### config.mk
export PLATFORM = sky130hd
export DESIGN_NAME = fan_pwm_ramp
export DESIGN_NICKNAME = d
export VERILOG_FILES = /design/src/rtl/fan_pkg.sv /design/src/rtl/fan_tick_gen.sv /design/src/rtl/fan_pwm_ramp.sv
export SDC_FILE = /design/constraint.sdc
export NUM_CORES = 1
export LEC_CHECK = 0
export CAP_MARGIN = 25
export CORE_AREA = 2 2 87 89
export DETAILED_ROUTE_END_ITERATION = 10
export DIE_AREA = 0 0 89 91
export GPL_TIMING_DRIVEN = 0
export SLEW_MARGIN = 20
export SYNTH_ARGS = -nofsm -noshare
export SYNTH_HDL_FRONTEND = slang
export SYNTH_SLANG_ARGS = --single-unit
### constraint.sdc
create_clock -name clk -period 5.3 [get_ports clk]
set_input_delay 1.06 -clock clk [delete_from_list [all_inputs] [get_ports clk]]
set_output_delay 1.06 -clock clk [all_outputs]
set_load 0.02 [all_outputs]
### src/rtl/fan_pkg.sv
// Shared constants, types and helpers for the fan speed / PWM path.
package fan_pkg;

    localparam int DUTY_W    = 7;
    localparam int PWM_STEPS = 100;

    typedef logic [DUTY_W-1:0] duty_t;

    localparam duty_t DUTY_MAX = duty_t'(100);

    typedef enum logic [1:0] {
        DIR_HOLD,
        DIR_UP,
        DIR_DOWN
    } ramp_dir_e;

    function automatic duty_t clamp_duty(input duty_t d);
        return (d > DUTY_MAX) ? DUTY_MAX : d;
    endfunction

    // Counter width for a 0..n-1 counter; never below one bit.
    function automatic int cnt_width(input int n);
        return (n > 1) ? $clog2(n) : 1;
    endfunction

endpackage

### src/rtl/fan_tick_gen.sv
// Free-running divider: one-cycle tick on the last clock of every DIV clocks.
module fan_tick_gen
    import fan_pkg::*;
#(
    parameter int DIV = 1000
) (
    input  logic clk,
    input  logic reset_p,
    output logic tick
);

    localparam int               CNT_W = cnt_width(DIV);
    localparam logic [CNT_W-1:0] LAST  = CNT_W'(DIV - 1);
    localparam logic [CNT_W-1:0] ONE   = CNT_W'(1);

    logic [CNT_W-1:0] cnt;

    // NOTE: non-blocking assignments for all registered state so every flop updates together.
    always_ff @(posedge clk or posedge reset_p) begin
        if (reset_p)          cnt <= '0;
        else if (cnt == LAST) cnt <= '0;
        else                  cnt <= cnt + ONE;
    end

    assign tick = (cnt == LAST);

endmodule

### src/rtl/fan_pwm_ramp.sv
// Fan/LED PWM stage: soft-ramped duty, latched into the PWM only at period boundaries.
// PERIOD = SYS_FREQ/PWM_FREQ must be a multiple of 100 and at least 100.
module fan_pwm_ramp
    import fan_pkg::*;
#(
    parameter int SYS_FREQ     = 100_000_000,
    parameter int PWM_FREQ     = 10_000,
    parameter int RAMP_STEP_MS = 10
) (
    input  logic              clk,
    input  logic              reset_p,
    input  logic              enable,
    input  logic [DUTY_W-1:0] duty_target,
    output logic              pwm_out,
    output logic [DUTY_W-1:0] duty_now,
    output logic [DUTY_W-1:0] duty_applied,
    output logic              ramping,
    output logic              period_tick
);

    localparam int PERIOD    = SYS_FREQ / PWM_FREQ;
    localparam int STEP_CLKS = PERIOD / PWM_STEPS;
    localparam int STEP_W    = cnt_width(STEP_CLKS);
    localparam int PCT_W     = cnt_width(PWM_STEPS);

    localparam logic [STEP_W-1:0] STEP_LAST = STEP_W'(STEP_CLKS - 1);
    localparam logic [STEP_W-1:0] STEP_ONE  = STEP_W'(1);
    localparam logic [PCT_W-1:0]  PCT_LAST  = PCT_W'(PWM_STEPS - 1);
    localparam logic [PCT_W-1:0]  PCT_ONE   = PCT_W'(1);
    localparam duty_t             DUTY_ONE  = duty_t'(1);

    logic [STEP_W-1:0] step_cnt;
    logic [PCT_W-1:0]  pct_cnt;
    duty_t             tgt;
    duty_t             duty_next;
    ramp_dir_e         dir;
    logic              ramp_tick;

    assign tgt = clamp_duty(duty_target);

    // PWM timebase: step_cnt subdivides each 1 % slot, pct_cnt walks 0..99.
    always_ff @(posedge clk or posedge reset_p) begin
        if (reset_p) begin
            step_cnt <= '0;
            pct_cnt  <= '0;
        end else if (step_cnt == STEP_LAST) begin
            step_cnt <= '0;
            pct_cnt  <= (pct_cnt == PCT_LAST) ? '0 : pct_cnt + PCT_ONE;
        end else begin
            step_cnt <= step_cnt + STEP_ONE;
        end
    end

    assign period_tick = (pct_cnt == PCT_LAST) && (step_cnt == STEP_LAST);

    generate
        if (RAMP_STEP_MS == 0) begin : g_no_ramp
            assign ramp_tick = 1'b0;
        end else begin : g_ramp
            localparam int               RAMP_W    = cnt_width(RAMP_STEP_MS);
            localparam logic [RAMP_W-1:0] RAMP_LAST = RAMP_W'(RAMP_STEP_MS - 1);
            localparam logic [RAMP_W-1:0] RAMP_ONE  = RAMP_W'(1);

            logic              ms_tick;
            logic [RAMP_W-1:0] ramp_cnt;

            fan_tick_gen #(.DIV(SYS_FREQ / 1000)) u_ms_tick (
                .clk     (clk),
                .reset_p (reset_p),
                .tick    (ms_tick)
            );

            // Counts whole milliseconds; free-running, untouched by target changes.
            always_ff @(posedge clk or posedge reset_p) begin
                if (reset_p)                   ramp_cnt <= '0;
                else if (ms_tick) ramp_cnt <= (ramp_cnt == RAMP_LAST) ? '0 : ramp_cnt + RAMP_ONE;
            end

            assign ramp_tick = ms_tick && (ramp_cnt == RAMP_LAST);
        end
    endgenerate

    // NOTE: every always_comb output gets a default first, so no path can infer a latch.
    always_comb begin
        dir       = DIR_HOLD;
        duty_next = duty_now;
        if (duty_now < tgt)      dir = DIR_UP;
        else if (duty_now > tgt) dir = DIR_DOWN;

        if (!enable) begin
            duty_next = '0;
        end else if (RAMP_STEP_MS == 0) begin
            duty_next = tgt;
        end else if (ramp_tick) begin
            case (dir)
                DIR_UP:   duty_next = duty_now + DUTY_ONE;
                DIR_DOWN: duty_next = duty_now - DUTY_ONE;
                default:  duty_next = duty_now;
            endcase
        end
    end

    // The latch samples duty_now before this clock's ramp step lands.
    always_ff @(posedge clk or posedge reset_p) begin
        if (reset_p) begin
            duty_now     <= '0;
            ramping      <= 1'b0;
            duty_applied <= '0;
            pwm_out      <= 1'b0;
        end else begin
            duty_now     <= duty_next;
            ramping      <= (duty_next != tgt);
            if (!enable)          duty_applied <= '0;
            else if (period_tick) duty_applied <= duty_now;
            pwm_out      <= enable && (pct_cnt < duty_applied);
        end
    end

endmodule

==> results of run 1 <==
[worst paths after layout]
check                                            from                    end  slack [ns]
worst max-delay path                   duty_target[3]      ramping$_DFF_PP0_        0.27
worst min-delay path            step_cnt[0]$_DFF_PP0_  step_cnt[0]$_DFF_PP0_        0.49
worst max register to register  duty_now[5]$_DFF_PP0_      ramping$_DFF_PP0_        1.33
worst min register to register  step_cnt[0]$_DFF_PP0_  step_cnt[0]$_DFF_PP0_        0.49
max in group asynchronous                     reset_p  step_cnt[6]$_DFF_PP0_        3.72
min in group asynchronous                     reset_p      ramping$_DFF_PP0_        1.06
[kinds of logic (layout without fill, tap and decap cells)]
| group | count (synthesis) | after routing | share of synthesized area (%) |
|---|---|---|---|
| flops | 51 | 51 | 41.16 |
| mux | 5 | 5 | 1.735 |
| xor+xnor | 23 | 23 | 6.497 |
| compound gates | 77 | 77 | 15.74 |
| buf+inv | 19 | 54 | 2.422 |
| simple gates | 141 | 141 | 23.33 |
| fa+ha+maj | 22 | 22 | 9.120 |
[stage by stage]
| stage | setup WS, ns | util [%] | power, W |
|---|---|---|---|
| after floorplan | 0.6712 | - | 0.0004219 |
| after global placement | -0.6005 | 48.83 | 0.0004373 |
| after detailed placement | -0.5891 | 49.19 | 0.0004396 |
| after CTS | 0.004363 | 50.93 | 0.0007346 |
| after global routing | 0.01039 | 51.19 | 0.0007572 |
| final | 0.2706 | 51.19 | 0.0007286 |
[state kept, by name (all words and copies together), names as in the netlist]
signal,flops
duty_now,7
step_cnt,7
g_ramp.u_ms_tick.cnt,17
duty_applied,7
ramping,1
pct_cnt,7
pwm_out,1
g_ramp.ramp_cnt,4
[synth_stat cells (3+ instances only)]
cell,n
dfrtp_1,51
nand2_1,42
nor2_1,27
a21oi_1,24
nand3_1,22
ha_1,21
o21ai_0,18
xnor2_1,12
inv_1,11
xor2_1,11
nor3_1,8
a21o_1,5
clkbuf_1,5
nand4_1,5
or3_1,5
a211oi_1,4
and2_1,4
nand2b_1,4
and3_1,3
mux2_2,3
nor2b_1,3
nor3b_1,3
o21a_1,3
or4_1,3
[cell usage in the layout (no fill, tap or decap), types with 2 or more instances in the layout]
cell type,count
xnor2_1,12
dlymetal6s2s_1,2
a21bo_2,2
nand2_1,42
nor2_1,26
o21ai_0,17
a211o_1,2
a21oi_1,24
or3_1,5
or4_1,3
o21a_1,3
dfrtp_1,51
clkbuf_1,5
nand4_1,5
mux2i_1,2
a31oi_1,2
mux2_2,3
a21o_1,5
and4_1,2
nand2b_1,4
nor3b_1,3
nor3_1,8
clkinv_1,2
and3_1,3
ha_1,20
nor2b_1,3
nand3_1,22
xor2_1,11
and2_1,4
a22o_1,2
clkdlybuf4s50_1,24
a211oi_1,4
o21ai_1,2
clkbuf_8,6
inv_1,10
[layout make-up]
class	instances	area, um^2
fillers	702	3483
multi-input cells	268	1772
flip-flops and latches	51	1276
repair buffers	27	285.3
well taps	99	123.9
clock buffers	6	82.58
inverters	13	48.80
clock inverters	2	38.79
plain buffers	6	26.28
[worst max-delay path, cell delays in order]
cell	delay, ns
clkdlybuf4s50_1	0.45
o311ai_1	0.40
nand2_1	0.16
ha_1	0.32
nand3b_1	0.09
a21boi_1	0.22
nor2_1	0.10
nor2_4	0.22
fa_1	0.25
a211oi_1	0.10
o21a_1	0.21
or4_1	0.48
a211o_1	0.31
or3_1	0.35
a311oi_2	0.35
nand3_1	0.12
[what timing repair did]
action,4_1_cts,5_1_grt
gates resized for setup,2,7
buffers inserted,0,0
pin swaps,0,0
hold buffers,0,0
setup endpoints to repair,1,1
[power by group]
group	internal (W)	switching, W
Combinational	0.0000177	0.0000253
Clock	0.000156	0.000141
Sequential	0.000389	0.0000000249
Total	0.000562	0.000167
[metal layers]
metal	wire length, um	share of wire (%)
met1	3444	53
met2	2855	44
met3	146	2.2
met4	80	1.2
met5	0	0
==> flow_summary.json, run 1 <==
{
  "status": "finished clean",
  "synth_warnings": 0,
  "synth_cells": 338,
  "io_buffers": 26,
  "fmax_mhz": 198.8,
  "synth.cell_area_um2": 3100,
  "clkTransAtPathRegs_ns": 0.11,
  "cp_max_fo": 6,
  "finish.instance_area_um2": 3654,
  "synth_nets": 370,
  "first_global_vias": 2342,
  "start_kind": "primary input",
  "met1_usage_pct": 26.70,
  "period_share_pct": 94.90,
  "clk_latency_ns": 0.32,
  "r2r_cells": 13,
  "slew_headroom_pct": 46.40,
  "required_ns": 5.49,
  "yosys-top-cells-area": "dfrtp_1 (41%), ha_1 (8.5%), nand2_1 (5.1%)",
  "globalplace.congestion": 0.8208,
  "rsz0062_at_grt": "no",
  "cp.arrival_ns": 5.22,
  "synth_top_area_share_pct": 41.16,
  "cts_buffers": 5,
  "dpl.hpwl_mm": 4.812,
  "max_cap_viol_count": 0,
  "rows": 31,
  "drtAntennaViolNets": 0,
  "worst_pin_slew_ns": 0.7973,
  "cts_buffer_depth": 2,
  "period_minus_slack_ns": 5.029,
  "ys_seq_area_share_pct": 41.16,
  "dr.pass1.iters": 4,
  "ys_ff_latch": 51,
  "antenna_found_initial": 0,
  "yosysTopAreaCell": "dfrtp_1",
  "io_pins": 27,
  "synthArstFlopShare_pct": 100.0,
  "p_leak_nw": 1.518,
  "die_x_um": 89,
  "whs_path_depth": 1,
  "drc": 0,
  "finalHoldWorstSlack_ns": 0.4858,
  "grtUsageMet2_pct": 24.94,
  "start_util_pct": 43.44,
  "die_area_um2": 8099,
  "min_path_type": "flop to flop",
  "area_delta_synth_final_pct": 17.84,
  "finalWirelength_mm": 6.526,
  "layout-drive-gt1-share_pct": 6.702,
  "setup_tns_ns": 0,
  "synth_flop_cell": "dfrtp_1",
  "grt_busiest_layer": "met1",
  "dp.cells": 464,
  "critPathCaptureType": "flop",
  "cts-root-buf": "clkbuf_8",
  "dpl_cell_area_um2": 3511,
  "p_per_area_nw_per_um2": 199.4,
  "grt_max_degree": 33,
  "htreeDepth": 2,
  "vias": 2514,
  "track_usage_pct": 17.46,
  "peakVddDrop_uv": 81.31,
  "cts_tree": "built",
  "synth-edff-count": 0,
  "grt_use_met3_pct": 3.000,
  "final_nets": 404,
  "clock_sinks": 51,
  "avgRoutedWirePerCell_um": 13.83,
  "core-area_um2": 7137,
  "antennaDiodeCount": 0,
  "initialDrtViolationCount": 100,
  "yosysUniqueCellTypes": 55,
  "avgSynthCellArea_um2": 9.173,
  "finalHoldViolations": 0,
  "gr-total-overflow": 0,
  "fin_cells": 472,
  "fin_skew_ns": 0.01356,
  "drv_slew": 0,
  "via_per_inst": 5.326,
  "fp.dieH_um": 91,
  "path_class": "primary input to flop",
  "setup_viol": 0,
  "grt_pass1_wl_mm": 11.30
}
Note: power is estimated with default switching activity, not from simulation.
==> run 2, diff against run 1 <==
- CORE_AREA: 2 2 87 89 -> 2 2 77 79
- DIE_AREA: 0 0 89 91 -> 0 0 79 81
- PLACE_DENSITY: not set -> 0.78
==> flow_summary.json, run 2 (synthesized netlist as in run 1, its figures left out) <==
{
  "cp_max_fo": 6,
  "globalplace.congestion": 0.8846,
  "first_global_vias": 2670,
  "grt_pass1_wl_mm": 11.90,
  "gr-total-overflow": 0,
  "layout-drive-gt1-share_pct": 6.166,
  "drc": 0,
  "rsz0062_at_grt": "no",
  "cts-root-buf": "clkbuf_8",
  "critPathCaptureType": "flop",
  "min_path_type": "flop to flop",
  "io_buffers": 26,
  "fmax_mhz": 200.1,
  "place_ws_ns": -0.3077,
  "clkTransAtPathRegs_ns": 0.09,
  "final_nets": 404,
  "drtAntennaViolNets": 0,
  "cts_tree": "built",
  "drv_slew": 0,
  "largest_reg_flops": 17,
  "r2r_cells": 13,
  "cts_buffer_depth": 2,
  "setup_tns_ns": 0,
  "finalWirelength_mm": 6.584,
  "dpl.hpwl_mm": 4.899,
  "period_share_pct": 94.32,
  "die_area_um2": 6399,
  "rows": 28,
  "fp.dieH_um": 81,
  "setup_ws_ns": 0.3013,
  "p_leak_nw": 1.490,
  "required_ns": 5.47,
  "htreeDepth": 2,
  "fin_skew_ns": 0.01208,
  "antenna_found_initial": 0,
  "final_cell_mix": "dfrtp_1 (51), nand2_1 (42), nor2_1 (26), clkdlybuf4s50_1 (26), a21oi_1 (24)",
  "final_common_cell": "dfrtp_1",
  "finalHoldViolations": 0,
  "io_pins": 27,
  "grt_max_degree": 30,
  "dp.cells": 440,
  "postCtsSetupBuffers": 0,
  "cp.arrival_ns": 5.17,
  "slew_headroom_pct": 49.33,
  "vias": 2634,
  "via_per_inst": 5.879,
  "worst_pin_slew_ns": 0.7538,
  "p_per_area_nw_per_um2": 188.5,
  "start_util_pct": 54.63,
  "fin_cells": 448,
  "setup_viol": 0,
  "hold_buffers": 0,
  "finalHoldWorstSlack_ns": 0.4969,
  "initialDrtViolationCount": 119,
  "max_cap_viol_count": 0,
  "cts_buffers": 5,
  "peakVddDrop_uv": 98.15,
  "whs_path_depth": 1,
  "status": "finished clean",
  "area_delta_synth_final_pct": 15.86,
  "antennaDiodeCount": 0,
  "dr.pass1.iters": 4,
  "start_kind": "primary input",
  "period_minus_slack_ns": 4.999,
  "path_class": "primary input to flop",
  "clk_latency_ns": 0.31,
  "die_x_um": 79,
  "clock_sinks": 51,
  "avgRoutedWirePerCell_um": 14.70,
  "cts_resized": 0,
  "largest-register": "g_ramp.u_ms_tick.cnt",
  "track_usage_pct": 23.07,
  "core-area_um2": 5675
}
run 2: cell count changes in the layout (fill, tap and decap cells not counted), sizes merged:
cell           change
clkdlybuf4s50      +2
clkbuf             +1
inv                -1
clkinvlp           +1
bufinv             -1
dlymetal6s2s       -2
run 2: routing by layer:
metal	track usage (%)	vias to the layer above	wire [um]
met4	8.793	0	137
met1	29.26	1268	2943
met2	40.25	66	3240
met5	0	-	0
li1	-	1287	-
met3	3.222	13	262
run 2: final timing paths:
path	slack [ns]	to	startpoint
worst max-delay path	0.30	ramping$_DFF_PP0_	duty_target[3]
worst max register to register	1.34	ramping$_DFF_PP0_	duty_now[5]$_DFF_PP0_
worst min-delay path	0.50	g_ramp.u_ms_tick.cnt[14]$_DFF_PP0_	g_ramp.u_ms_tick.cnt[14]$_DFF_PP0_
worst min register to register	0.50	g_ramp.u_ms_tick.cnt[14]$_DFF_PP0_	g_ramp.u_ms_tick.cnt[14]$_DFF_PP0_
min in group asynchronous	1.10	pct_cnt[4]$_DFFE_PP0N_	reset_p
max in group asynchronous	3.68	g_ramp.u_ms_tick.cnt[4]$_DFF_PP0_	reset_p
run 2: final cells by class:
| class | count | area [um^2] |
|---|---|---|
| fillers | 505 | 2083 |
| multi-input cells | 268 | 1763 |
| flip-flops and latches | 51 | 1276 |
| repair buffers | 27 | 280.3 |
| clock buffers | 7 | 96.34 |
| well taps | 75 | 93.84 |
| inverters | 13 | 48.80 |
| plain buffers | 6 | 26.28 |
| clock inverters | 1 | 7.507 |
run 2: per-stage QoR:
step | utilization (%) | power, W | instance area (um^2)
floorplan | - | 0.0004219 | 3100
global placement | 60.87 | 0.0004364 | 3455
detailed placement | 61.33 | 0.0004394 | 3481
CTS | 63.16 | 0.0006804 | 3585
global route | 63.29 | 0.0007044 | 3592
finish | 63.29 | 0.0006771 | 3592
run 2: worst max-delay path: stages:
cell and delay [ns]:
clkdlybuf4s50_1 0.45, o311ai_0 0.42, nand2_1 0.19, ha_1 0.32
nand3b_1 0.09, a21boi_1 0.23, nor2_1 0.10, nor2_4 0.22
ha_1 0.27, o21ai_0 0.11, o21a_1 0.19, or4_1 0.46
a211o_1 0.32, or3_1 0.34, a311oi_1 0.28, nand3_1 0.11
run 2: where the power goes:
| part | total [W] | switching, W | leakage (nW) | internal [W] |
|---|---|---|---|---|
| sequential | 0.000389 | 0.0000000296 | 0.679 | 0.000389 |
| combinational | 0.0000429 | 0.0000252 | 0.760 | 0.0000177 |
| clock | 0.000245 | 0.000127 | 0.0505 | 0.000119 |
